==> config.mk <==
export PLATFORM = sky130hd
export DESIGN_NAME = tinker_program_loader_flat
export DESIGN_NICKNAME = d
export VERILOG_FILES = /design/src/rtl/tinker_program_loader_if.sv /design/src/rtl/tinker_program_loader.sv /design/src/flat_wrapper.sv
export SDC_FILE = /design/constraint.sdc
export NUM_CORES = 1
export LEC_CHECK = 0
export ABC_CLOCK_PERIOD_IN_PS = 5800
export BUFFER_PORTS_ARGS = -buffer_cell sky130_fd_sc_hd__buf_2
export CORE_ASPECT_RATIO = 0.9
export CORE_UTILIZATION = 40
export CTS_BUF_LIST = sky130_fd_sc_hd__clkbuf_16
export CTS_CLUSTER_SIZE = 40
export DETAILED_ROUTE_END_ITERATION = 8
export PLACE_DENSITY = 0.61
export SETUP_SLACK_MARGIN = 0.1
export SLEW_MARGIN = 20
export SYNTH_ARGS = -nofsm -noshare
export SYNTH_HDL_FRONTEND = slang
export SYNTH_SLANG_ARGS = --single-unit
==> constraint.sdc <==
create_clock -name clk -period 5.8 [get_ports clk]
set_input_delay 0.58 -clock clk [delete_from_list [all_inputs] [get_ports clk]]
set_output_delay 0.58 -clock clk [all_outputs]
set_load 0.02 [all_outputs]
==> src/rtl/tinker_program_loader_if.sv <==
// Instruction-tuple handshake plus memory byte-write port of the Tinker program loader.
// The host drives tuples through master; the loader consumes them and drives memory through slave.
interface tinker_program_loader_if;
  logic        in_valid;
  logic        in_ready;
  logic [4:0]  in_opcode;
  logic [4:0]  in_rd;
  logic [4:0]  in_rs;
  logic [4:0]  in_rt;
  logic [11:0] in_lit;
  logic        mem_we;
  logic [63:0] mem_addr;
  logic [7:0]  mem_wdata;

  modport master (
    output in_valid, in_opcode, in_rd, in_rs, in_rt, in_lit,
    input  in_ready, mem_we, mem_addr, mem_wdata
  );

  modport slave (
    input  in_valid, in_opcode, in_rd, in_rs, in_rt, in_lit,
    output in_ready, mem_we, mem_addr, mem_wdata
  );
endinterface

==> src/rtl/tinker_program_loader.sv <==
// Encodes Tinker instruction tuples into 32-bit words and writes them little-endian,
// one byte per cycle, into core memory starting at the fetch reset address.
module tinker_program_loader #(
  parameter logic [63:0] BASE_ADDR = 64'h2000,
  parameter logic [63:0] MEM_BYTES = 64'd524288
) (
  input  logic                    clk,
  input  logic                    reset,
  input  logic                    start_i,
  tinker_program_loader_if.slave  bus,
  output logic [31:0]             instr_word_o,
  output logic [15:0]             instr_count_o,
  output logic                    busy_o,
  output logic                    done_o,
  output logic                    err_opcode_o,
  output logic                    err_full_o
);

  typedef enum logic [1:0] {IDLE, READY, WRITE} state_e;

  localparam logic [4:0] OP_HALT    = 5'h0F;
  localparam bit         START_FITS = (BASE_ADDR + 64'd4) <= MEM_BYTES;

  state_e      state_q;
  logic [1:0]  byte_idx_q;
  logic [63:0] addr_q;
  logic [31:0] word_q;
  logic [15:0] count_q;
  logic        done_q, err_opcode_q, err_full_q, busy_q, in_ready_q;
  logic        mem_we_q;
  logic [63:0] mem_addr_q;
  logic [7:0]  mem_wdata_q;

  logic [31:0] word_d;
  logic [15:0] count_d;
  logic [63:0] addr_d;
  logic [1:0]  byte_idx_d;
  logic        op_illegal, full_d;

  // NOTE: every signal written here gets a default first, so no path leaves one unassigned and no latch is inferred.
  always_comb begin
    logic lit_form, rd_source, halt;
    lit_form   = bus.in_opcode inside {5'h19, 5'h1B, 5'h05, 5'h07, 5'h12, 5'h0A, 5'h10, 5'h13};
    rd_source  = bus.in_opcode inside {5'h19, 5'h1B, 5'h05, 5'h07, 5'h12};
    halt       = bus.in_opcode == OP_HALT;
    op_illegal = bus.in_opcode >= 5'h1E;
    word_d     = {bus.in_opcode,
                  halt                ? 5'd0  : bus.in_rd,
                  (halt || rd_source) ? 5'd0  : bus.in_rs,
                  (halt || lit_form)  ? 5'd0  : bus.in_rt,
                  lit_form            ? bus.in_lit : 12'd0};
    count_d    = (count_q == 16'hFFFF) ? count_q : count_q + 16'd1;
    addr_d     = addr_q + 64'd4;
    full_d     = (addr_d + 64'd4) > MEM_BYTES;
    byte_idx_d = byte_idx_q + 2'd1;
  end

  // NOTE: state and outputs update with non-blocking assignments so every flop sees the pre-edge values.
  always_ff @(posedge clk or posedge reset) begin
    if (reset) begin
      state_q      <= IDLE;
      byte_idx_q   <= 2'd0;
      addr_q       <= BASE_ADDR;
      word_q       <= '0;
      count_q      <= '0;
      done_q       <= 1'b0;
      err_opcode_q <= 1'b0;
      err_full_q   <= 1'b0;
      busy_q       <= 1'b0;
      in_ready_q   <= 1'b0;
      mem_we_q     <= 1'b0;
      mem_addr_q   <= '0;
      mem_wdata_q  <= '0;
    end else begin
      done_q <= 1'b0;
      if (start_i) begin
        // Restart wins over everything, including a word half-way through its bytes.
        addr_q       <= BASE_ADDR;
        byte_idx_q   <= 2'd0;
        count_q      <= '0;
        err_opcode_q <= 1'b0;
        mem_we_q     <= 1'b0;
        state_q      <= START_FITS ? READY : IDLE;
        busy_q       <= START_FITS;
        in_ready_q   <= START_FITS;
        err_full_q   <= !START_FITS;
      end else begin
        unique case (state_q)
          READY: begin
            if (bus.in_valid) begin
              if (op_illegal) begin
                err_opcode_q <= 1'b1;
              end else begin
                word_q      <= word_d;
                state_q     <= WRITE;
                byte_idx_q  <= 2'd0;
                in_ready_q  <= 1'b0;
                mem_we_q    <= 1'b1;
                mem_addr_q  <= addr_q;
                mem_wdata_q <= word_d[7:0];
              end
            end
          end
          WRITE: begin
            if (byte_idx_q != 2'd3) begin
              byte_idx_q  <= byte_idx_d;
              mem_addr_q  <= addr_q + {62'd0, byte_idx_d};
              mem_wdata_q <= word_q[{byte_idx_d, 3'b000} +: 8];
            end else begin
              mem_we_q   <= 1'b0;
              byte_idx_q <= 2'd0;
              addr_q     <= addr_d;
              count_q    <= count_d;
              if (word_q[31:27] == OP_HALT) begin
                done_q  <= 1'b1;
                state_q <= IDLE;
                busy_q  <= 1'b0;
              end else if (full_d) begin
                err_full_q <= 1'b1;
                state_q    <= IDLE;
                busy_q     <= 1'b0;
              end else begin
                state_q    <= READY;
                in_ready_q <= 1'b1;
              end
            end
          end
          default: ;
        endcase
      end
    end
  end

  assign bus.in_ready   = in_ready_q;
  assign bus.mem_we     = mem_we_q;
  assign bus.mem_addr   = mem_addr_q;
  assign bus.mem_wdata  = mem_wdata_q;
  assign instr_word_o   = word_q;
  assign instr_count_o  = count_q;
  assign busy_o         = busy_q;
  assign done_o         = done_q;
  assign err_opcode_o   = err_opcode_q;
  assign err_full_o     = err_full_q;

endmodule

==> src/flat_wrapper.sv <==
// flat-port wrapper written by rule: the top's interface ports become plain ports
module tinker_program_loader_flat 
#(
  parameter logic [63:0] BASE_ADDR = 64'h2000,
  parameter logic [63:0] MEM_BYTES = 64'd524288
)
  (clk, reset, start_i, instr_word_o, instr_count_o, busy_o, done_o, err_opcode_o, err_full_o, bus_in_valid, bus_in_opcode, bus_in_rd, bus_in_rs, bus_in_rt, bus_in_lit, bus_in_ready, bus_mem_we, bus_mem_addr, bus_mem_wdata);
  tinker_program_loader_if bus_i ();
  input  logic clk;
  input  logic reset;
  input  logic start_i;
  output logic [31:0] instr_word_o;
  output logic [15:0] instr_count_o;
  output logic busy_o;
  output logic done_o;
  output logic err_opcode_o;
  output logic err_full_o;
  input wire logic [$bits(bus_i.in_valid)-1:0] bus_in_valid;
  input wire logic [$bits(bus_i.in_opcode)-1:0] bus_in_opcode;
  input wire logic [$bits(bus_i.in_rd)-1:0] bus_in_rd;
  input wire logic [$bits(bus_i.in_rs)-1:0] bus_in_rs;
  input wire logic [$bits(bus_i.in_rt)-1:0] bus_in_rt;
  input wire logic [$bits(bus_i.in_lit)-1:0] bus_in_lit;
  output wire logic [$bits(bus_i.in_ready)-1:0] bus_in_ready;
  output wire logic [$bits(bus_i.mem_we)-1:0] bus_mem_we;
  output wire logic [$bits(bus_i.mem_addr)-1:0] bus_mem_addr;
  output wire logic [$bits(bus_i.mem_wdata)-1:0] bus_mem_wdata;
  assign bus_i.in_valid = bus_in_valid;
  assign bus_i.in_opcode = bus_in_opcode;
  assign bus_i.in_rd = bus_in_rd;
  assign bus_i.in_rs = bus_in_rs;
  assign bus_i.in_rt = bus_in_rt;
  assign bus_i.in_lit = bus_in_lit;
  assign bus_in_ready = bus_i.in_ready;
  assign bus_mem_we = bus_i.mem_we;
  assign bus_mem_addr = bus_i.mem_addr;
  assign bus_mem_wdata = bus_i.mem_wdata;
  tinker_program_loader #(.BASE_ADDR(BASE_ADDR), .MEM_BYTES(MEM_BYTES)) u_core (.clk(clk), .reset(reset), .start_i(start_i), .bus(bus_i), .instr_word_o(instr_word_o), .instr_count_o(instr_count_o), .busy_o(busy_o), .done_o(done_o), .err_opcode_o(err_opcode_o), .err_full_o(err_full_o));
endmodule
# Word-level counts from Yosys, hierarchy flattened

Index checks and enable logic that the tools add are counted.

Output and inout bits: 126
Register bits after elaboration: 194
Logic and storage cells: 131

Equality and inequality tests: 25
Bitwise logic cells: 2
Add/sub/neg operators: 5
$lt $le $gt $ge: 2
Shift-type cells: 1
Multiplexer cells: 61
Reduce and logical (&&, ||, !) cells: 22

Operator list:

| operator                                                                | number |
|---|---|
| 64-bit 2-to-1 mux                                                       | 6 |
| 64-bit by 3-bit adder with 64-bit output (second input constant)        | 2 |
| 64-bit one-hot mux with 2 select lines                                  | 1 |
| 64-bit by 2-bit adder with 64-bit output                                | 1 |
| 64-bit by 20-bit > comparator with 1-bit output (second input constant) | 1 |
| 16-bit 2-to-1 mux                                                       | 4 |
| 32-bit by 6-bit variable part select with 8-bit output                  | 1 |
| 1-bit 2-to-1 mux                                                        | 29 |
| 5-bit == test (second input constant)                                   | 5 |
| 8-bit 2-to-1 mux                                                        | 3 |
| 2-bit 2-to-1 mux                                                        | 9 |
| 16-bit by 1-bit adder with 16-bit output (second input constant)        | 1 |
| 16-bit == test (second input constant)                                  | 1 |
| 8-bit one-hot mux with 2 select lines                                   | 1 |
| 5-bit by 4-bit == test with 1-bit output (second input constant)        | 3 |
| 5-bit 2-to-1 mux                                                        | 3 |
| 3-bit inequality test (second input constant)                           | 5 |
| 12-bit 2-to-1 mux                                                       | 1 |
| 2-bit inequality test (second input constant)                           | 6 |
| 3-bit AND reduction                                                     | 4 |
| 4-bit AND reduction                                                     | 3 |
| 2-bit nonzero test                                                      | 6 |
| 5-bit by 3-bit == test with 1-bit output (second input constant)        | 2 |
| 2-bit one-hot mux with 2 select lines                                   | 2 |
| 14 further kinds                                                        | 18 |

# Longest topological paths before layout

Gate-level depths: netlist (run 1).

Depth after elaboration: 8
Gate-level depth with buffers: 15
Depth with buffers taken out: 13

# Worst setup path after synthesis (run 1)

OpenSTA, ideal clock, no wires.

Path kind: register to register
Start point: reg u_core.addr_q[2]
End point: reg u_core.err_full_q, in the netlist u_core.err_full_o
Data required time: 5.671 ns
Setup time: 0.129 ns
Cell stages (with the launch flop): 15
Path slack: 1.421 ns
Period minus slack after synthesis: 4.379 ns
Arrival time: 4.250 ns
Cell sequence: dfrtp_1 ha_1 and4_1 clkbuf_1 xnor2_1 a41oi_1 or4b_1 clkbuf_1 nor4_1 nand3_1 nor4_4 xnor2_1 or3b_1 or4_4 o41a_1

Word-level cells in the longest chain between the ends: 5

Ends and longest elaborated chain:

| element                                         | line                         | source |
|---|---|---|
| start, declared                                 | tinker_program_loader.sv:26  | `logic [63:0] addr_q;` |
| start signal, assigned                          | tinker_program_loader.sv:112 | `addr_q <= addr_d;` |
| 64-bit by 3-bit adder with 64-bit output        | tinker_program_loader.sv:53  | `addr_d = addr_q + 64'd4;` |
| 64-bit by 3-bit adder with 64-bit output        | tinker_program_loader.sv:54  | `full_d = (addr_d + 64'd4) > MEM_BYTES;` |
| 64-bit by 20-bit > comparator with 1-bit output | tinker_program_loader.sv:54  |  |
| 2-bit nonzero test (no line)                    | --                           |  |
| 4-bit AND reduction (no line)                   | --                           |  |
| end signal, assigned                            | tinker_program_loader.sv:86  | `err_full_q <= !START_FITS;` |
| end, declared                                   | tinker_program_loader.sv:29  | `logic done_q, err_opcode_q, err_full_q, busy_q, in_ready_q;` |

No other way between the ends.
A chain may end at the register's enable or synchronous reset.

# Worst setup path in the final report (run 1)

Ends and elaborated chain as after synthesis.

==> metrics, run 1 <==
fillers=2951; detailed placer's ending HPWL=27500 microns; Post-synth EDFFs=0; I/O pins=162; utilization after layout=46.8%; synth-to-layout area growth=14.7%; # setup viols final=0; Routed WL=37100 microns; syn_nets=1421; Distinct cells, synth=80; R2R Path Start=u_core.addr_q[2]; initial core utilization=40.8%; # rows=60; actual slew at the worst max-slew pin=1.18 ns; largest family of logic cells by synthesized area=simple AND/OR/NAND/NOR gates; final setup TNS=0 ns; number of vias per cell=5.84; worst path arrival time=5.74 ns; Worst-path clk slew=0.07 ns; xor/xnor share of the synthesized area=9.73%; Setup CP Type=register to register; internal reg-to-reg setup slack=0.40 ns; CTS Buf Count=17; post-synthesis adder-cell area fraction=0.613%; pwr/cell area=222 nW/um^2; # placed instances=1874; CTS sink cnt=191; Core Footprint=30000 sq um; number of antenna violations at the first check in global routing=0; DIE HEIGHT=168 microns; vias in the first global route=10600; top post-synthesis cells by count=190 x dfrtp_1, 148 x nand2_1, 139 x nor2_1; top cell type's share of synthesized area=38.8%; Setup Skew=0.0154 ns; Top FF cell, synth=dfrtp_1; FFs w/ async S/R, synth=100%; Tightest Hold Check Type=primary input to async pin; Synth Area in Simple Gates=25.7%; Final Max Tran Viols=0; maxcap violations=0; H-tree depth=4; fraction of layout cells with a size suffix above 1=19.5%; Leak=5.84 nW; CP top delay family=simple AND/OR/NAND/NOR gates; clock latency on the worst-skew pair=0.46 ns; top-count cell post-synth=dfrtp_1; Mapped Area=12200 sq um; CTS Buffer Depth=2; router iterations before antenna repair=6; Die W=186 microns; Synth Area in Compound Gates=16.0%; ANT cells=0; Crit path required time=6.14 ns; Area contributors post-synth=dfrtp_1 39%, xnor2_1 5.6%, nand2_1 4.5%; drt wl/cell=19.4 microns; Crit Path Max Fanout=14; unrepaired setup endpoints after global routing=no; Crit. End Element=register; Yosys Warn Count=0; hold_buf cts=0; Pwr Total=0.00312 W; mux cell area share after synthesis=4.89%; achievable frequency=0.185 GHz; final hold vios=0; run status=complete, no violations; Mean Syn Cell Area=8.88 sq um; grt total ovfl=0; Hold Worst Slack=0.255 ns; Tmin final=5.40 ns; worst-path cell chain=ha_1, and4_1, xnor2_1, a41oi_1, or4b_1, nor4_1, nand4bb_1, a221oi_1, nand2_1, or3b_1, or4_4, o41a_1; Slew HR=20.8%; CP bufs+invs=0; VDD IR max=0.220 mV; Worst Setup SP=u_core.addr_q[2]; die area=31300 sq um; Port Buffer Count=161; DR iter-0 viols=1016; post-route insts no fill=1907; root buffer cell=clkbuf_16; largest net degree at the start of global routing=109; first-pass GRT wire length=60300 microns; Crit path largest cell delay=0.75 ns; Worst path slowest cell=or4b_1; post-layout net count=1534; instance count of the mapped netlist=1379; via count=11100; Yosys reg bits=191; Seq/Total Area, Yosys=39.0%; gr usage total=24.2%; Worst setup SP type=register; Residual DRC=0; final worst path period share=93.1%; Final ANT Viol Nets=0; Final Wtd Congestion=0.954; Synth area leader=dfrtp_1; CTS tree=yes
==> layout make-up <==
cell class                      instances  area (sq um)  share of cell area [%]
Sequential cell                       191          4780                    34.0
Inverter                               19          75.1                   0.534
Timing Repair Buffer                  192          1060                    7.57
Tap cell                              403           504                    3.59
Clock buffer                           17           425                    3.03
Multi-Input combinational cell       1071          7010                    49.9
Clock inverter                         14           193                    1.37
==> final timing paths <==
kind | to | cells after the start
worst max-delay path | u_core.err_full_o | 12
worst min-delay path | u_core.bus.mem_addr[10] | 2
worst max register to register | u_core.err_full_o | 12
worst min register to register | u_core.bus.mem_addr[30] | 2
max in group asynchronous | u_core.addr_q[46] | 3
min in group clk | u_core.instr_word_o[12] | 2
==> routing by layer <==
metal / track usage, % / vias to the layer above / share of wire, %
met3: 4.36 / 52 / 6.2
met5: 0 / - / 0
met1: 35.1 / 5437 / 47
met2: 37.1 / 383 / 45
li1: - / 5259 / -
met4: 6.22 / 0 / 1.6
==> where the power goes <==
group | total (W) | leakage (nW) | switching, W | internal [W]
registers | 0.00147 | 2.60 | 0.0000658 | 0.00140
logic | 0.000388 | 2.94 | 0.000249 | 0.000139
clock network | 0.00126 | 0.298 | 0.000545 | 0.000719
total | 0.00312 | 5.84 | 0.000860 | 0.00226
==> cells by family (layout without fill, tap and decap cells) <==
| group | Yosys count | in the layout |
|---|---|---|
| flops | 191 | 191 |
| compound gates | 286 | 286 |
| simple gates | 596 | 596 |
| mux | 46 | 46 |
| fa+ha+maj | 6 | 6 |
| other cells | 1 | 1 |
| buf+inv | 117 | 242 |
| xor+xnor | 136 | 136 |
==> metrics by stage <==
stage	area, sq um	setup WS (ns)
6_report	14100	0.400
5_1_grt	14100	0.118
4_1_cts	14000	0.373
3_5_place_dp	13400	0.398
3_3_place_gp	13400	0.604
2_1_floorplan	12200	1.42
==> placed cells by master (no fill, tap or decap), types with 8 or more instances in the layout <==
cell type / instances
and3_1: 13
xnor2_1: 78
a22o_1: 24
a211oi_1: 30
and2_1: 16
clkbuf_16: 17
or4_1: 16
o21ai_0: 73
a31oi_1: 10
dfrtp_1: 190
nor2b_1: 8
mux4_2: 8
a22oi_1: 11
or3_1: 28
o31ai_1: 10
o211ai_1: 14
nor3_1: 39
and4_1: 12
inv_1: 18
nand4_1: 48
xor2_1: 58
buf_2: 161
nand2_1: 148
mux2_2: 31
nand2b_1: 10
nand3_1: 52
o21a_1: 8
nor2_1: 138
nor4_1: 28
a21oi_1: 39
buf_4: 29
==> registers in the layout, indices dropped and copies added, names as in the netlist <==
| signal | flops |
|---|---|
| u_core.state_q | 2 |
| u_core.bus.in_ready | 1 |
| u_core.err_opcode_o | 1 |
| u_core.instr_word_o | 32 |
| u_core.busy_o | 1 |
| u_core.bus.mem_wdata | 8 |
| u_core.done_o | 1 |
| u_core.err_full_o | 1 |
| u_core.bus.mem_addr | 64 |
| u_core.addr_q | 62 |
| u_core.instr_count_o | 16 |
| u_core.byte_idx_q | 2 |
==> worst register-to-register path, cell delays in order, from the launching register on <==
cell and delay [ns]:
dfrtp_1 0.61, ha_1 0.47, and4_1 0.37, xnor2_1 0.17
a41oi_1 0.38, or4b_1 0.75, nor4_1 0.42, nand4bb_1 0.33
a221oi_1 0.47, nand2_1 0.09, or3b_1 0.37, or4_4 0.43
o41a_1 0.41
==> timing repair <==
item	in CTS	in global routing
endpoints found under the setup margin	0	3
resized for setup	0	1
setup buffers	0	2
Note: power is estimated with default switching activity, not from simulation.
==> run 2: changes to the inputs <==
- ABC_AREA: unset -> 0
- BUFFER_PORTS_ARGS: -buffer_cell sky130_fd_sc_hd__buf_2 -> unset
- CORE_MARGIN: unset -> 1
- DONT_BUFFER_PORTS: unset -> 1
- PLACE_DENSITY: 0.61 -> 0.56
==> metrics, run 2 (same netlist as run 1, synthesis figures left out) <==
Routed WL=36600 microns; Psw=0.000935 W; hold_buf cts=0; Worst-path clk slew=0.08 ns; DIE HEIGHT=168 microns; vias in the first global route=10000; # rows=60; Final ANT Viol Nets=0; Gate power share=6.2%; initial core utilization=40.8%; switch share=30.6%; Crit. End Element=register; die area=31300 sq um; cell internal pwr=0.00212 W; H-tree depth=4; Worst setup SP type=register; PostCTS Resize Cnt=0; # setup viols final=0; Setup Skew=0.0130 ns; run status=complete, no violations; Crit Path Max Fanout=13; fraction of layout cells with a size suffix above 1=9.92%; pwr/cell area=232 nW/um^2; number of vias per cell=5.99; gr usage total=23.6%; drt wl/cell=21.0 microns; commonest cells after routing, fill and taps aside=190 x dfrtp_1, 148 x nand2_1, 138 x nor2_1; Final Wtd Congestion=0.903; final worst path period share=90.6%; final hold vios=0; post-layout net count=1370; clock latency on the worst-skew pair=0.46 ns; part of the power in registers=51.5%; Setup CP Type=register to register; first-pass GRT wire length=58700 microns; Port Buffer Count=0; ANT cells=0; VDD IR max=0.204 mV; leading cell type in the layout, fill and taps excluded=dfrtp_1; maxcap violations=0; Tightest Hold Check Type=primary input to register; detailed placer's ending HPWL=27000 microns; achievable frequency=0.190 GHz; largest net degree at the start of global routing=88; Tmin final=5.25 ns; DR iter-0 viols=794; Final Max Tran Viols=0; Largest register FFs=64; actual slew at the worst max-slew pin=1.18 ns; router iterations before antenna repair=6; grt total ovfl=0; root buffer cell=clkbuf_16; Residual DRC=0; unrepaired setup endpoints after global routing=no; post-CTS setup repair buffer count=0; CTS Buffer Depth=2; Die W=186 microns; worst path arrival time=5.60 ns; CTS Buf Count=17; via count=10400; Core Footprint=30000 sq um; Slew HR=21.5%; fillers=2919; Crit path required time=6.14 ns; synth-to-layout area growth=7.93%; Leak=5.02 nW; number of antenna violations at the first check in global routing=0; utilization after layout=44.0%; final setup TNS=0 ns; clock power share=42.3%; CTS sink cnt=191; CTS tree=yes; I/O pins=162; Pwr Total=0.00306 W
==> run 2: cell count changes in the layout (fill, tap and decap cells not counted), moves of 2 or more <==
| cell | before | now |
|---|---|---|
| inv_12 | 0 | 3 |
| clkinv_4 | 5 | 0 |
| bufinv_16 | 4 | 1 |
| buf_12 | 2 | 0 |
| buf_2 | 161 | 0 |
| inv_8 | 0 | 6 |
| clkinv_8 | 0 | 4 |
| clkinv_1 | 2 | 0 |
==> run 2: final cells by class <==
class | count | area (sq um) | share of cell area (%)
Multi-Input combinational cell | 1071 | 7000 | 53.0
Timing Repair Buffer | 28 | 210 | 1.59
Inverter | 19 | 75.1 | 0.568
Tap cell | 403 | 504 | 3.82
Clock inverter | 15 | 220 | 1.67
Sequential cell | 191 | 4780 | 36.2
Clock buffer | 17 | 425 | 3.22
==> run 2: worst paths after layout <==
check | start | endpoint | slack [ns] | cells after the start
setup / recovery | u_core.addr_q[4] | u_core.err_full_o | 0.55 | 11
hold / removal | start_i | u_core.instr_count_o[0] | 0.18 | 1
setup reg to reg | u_core.addr_q[4] | u_core.err_full_o | 0.55 | 11
hold reg to reg | u_core.byte_idx_q[1] | u_core.byte_idx_q[1] | 0.55 | 2
max in group asynchronous | reset | u_core.addr_q[54] | 4.16 | 3
min in group asynchronous | reset | u_core.addr_q[15] | 0.23 | 2
==> run 2: power by group through the flow <==
stage	Combinational, W	Sequential, W	Clock, W
4_1_cts	0.000192	0.00158	0.00132
6_report	0.000189	0.00158	0.00129
3_5_place_dp	0.000192	0.00160	0
5_1_grt	0.000214	0.00158	0.00137
2_1_floorplan	0.000165	0.00156	0
3_3_place_gp	0.000189	0.00160	0
==> run 2: metrics by stage <==
stage / instance area (sq um) / setup WS, ns / hold WS, ns / std cells
after floorplan: 12200 / 1.42 / 0.518 / 1379
after global placement: 12600 / 0.711 / 0.524 / 1712
after detailed placement: 12600 / 0.624 / 0.530 / 1712
after CTS: 13200 / 0.596 / 0.159 / 1744
after global routing: 13200 / 0.144 / 0.151 / 1744
final: 13200 / 0.545 / 0.177 / 1744
==> run 2: per-layer routing <==
| layer | vias up | global-route usage, % | part of all wire, % |
|---|---|---|---|
| li1 | 4934 | - | - |
| met1 | 5098 | 33.7 | 46 |
| met2 | 361 | 35.6 | 44 |
| met3 | 52 | 5.09 | 6.9 |
| met4 | 2 | 7.58 | 2.1 |
| met5 | - | 0 | 0.11 |
==> run 2: worst max-delay path, cell delays in order (launching register included) <==
cell and delay (ns):
dfrtp_1 0.59, nand3_1 0.45, or4_1 0.73, nor4_1 0.36, xnor2_1 0.23, nor4_2 0.50, nand2_1 0.32, or3_1 0.46
a2111oi_1 0.41, o21bai_1 0.15, or4_4 0.51, o41a_1 0.42
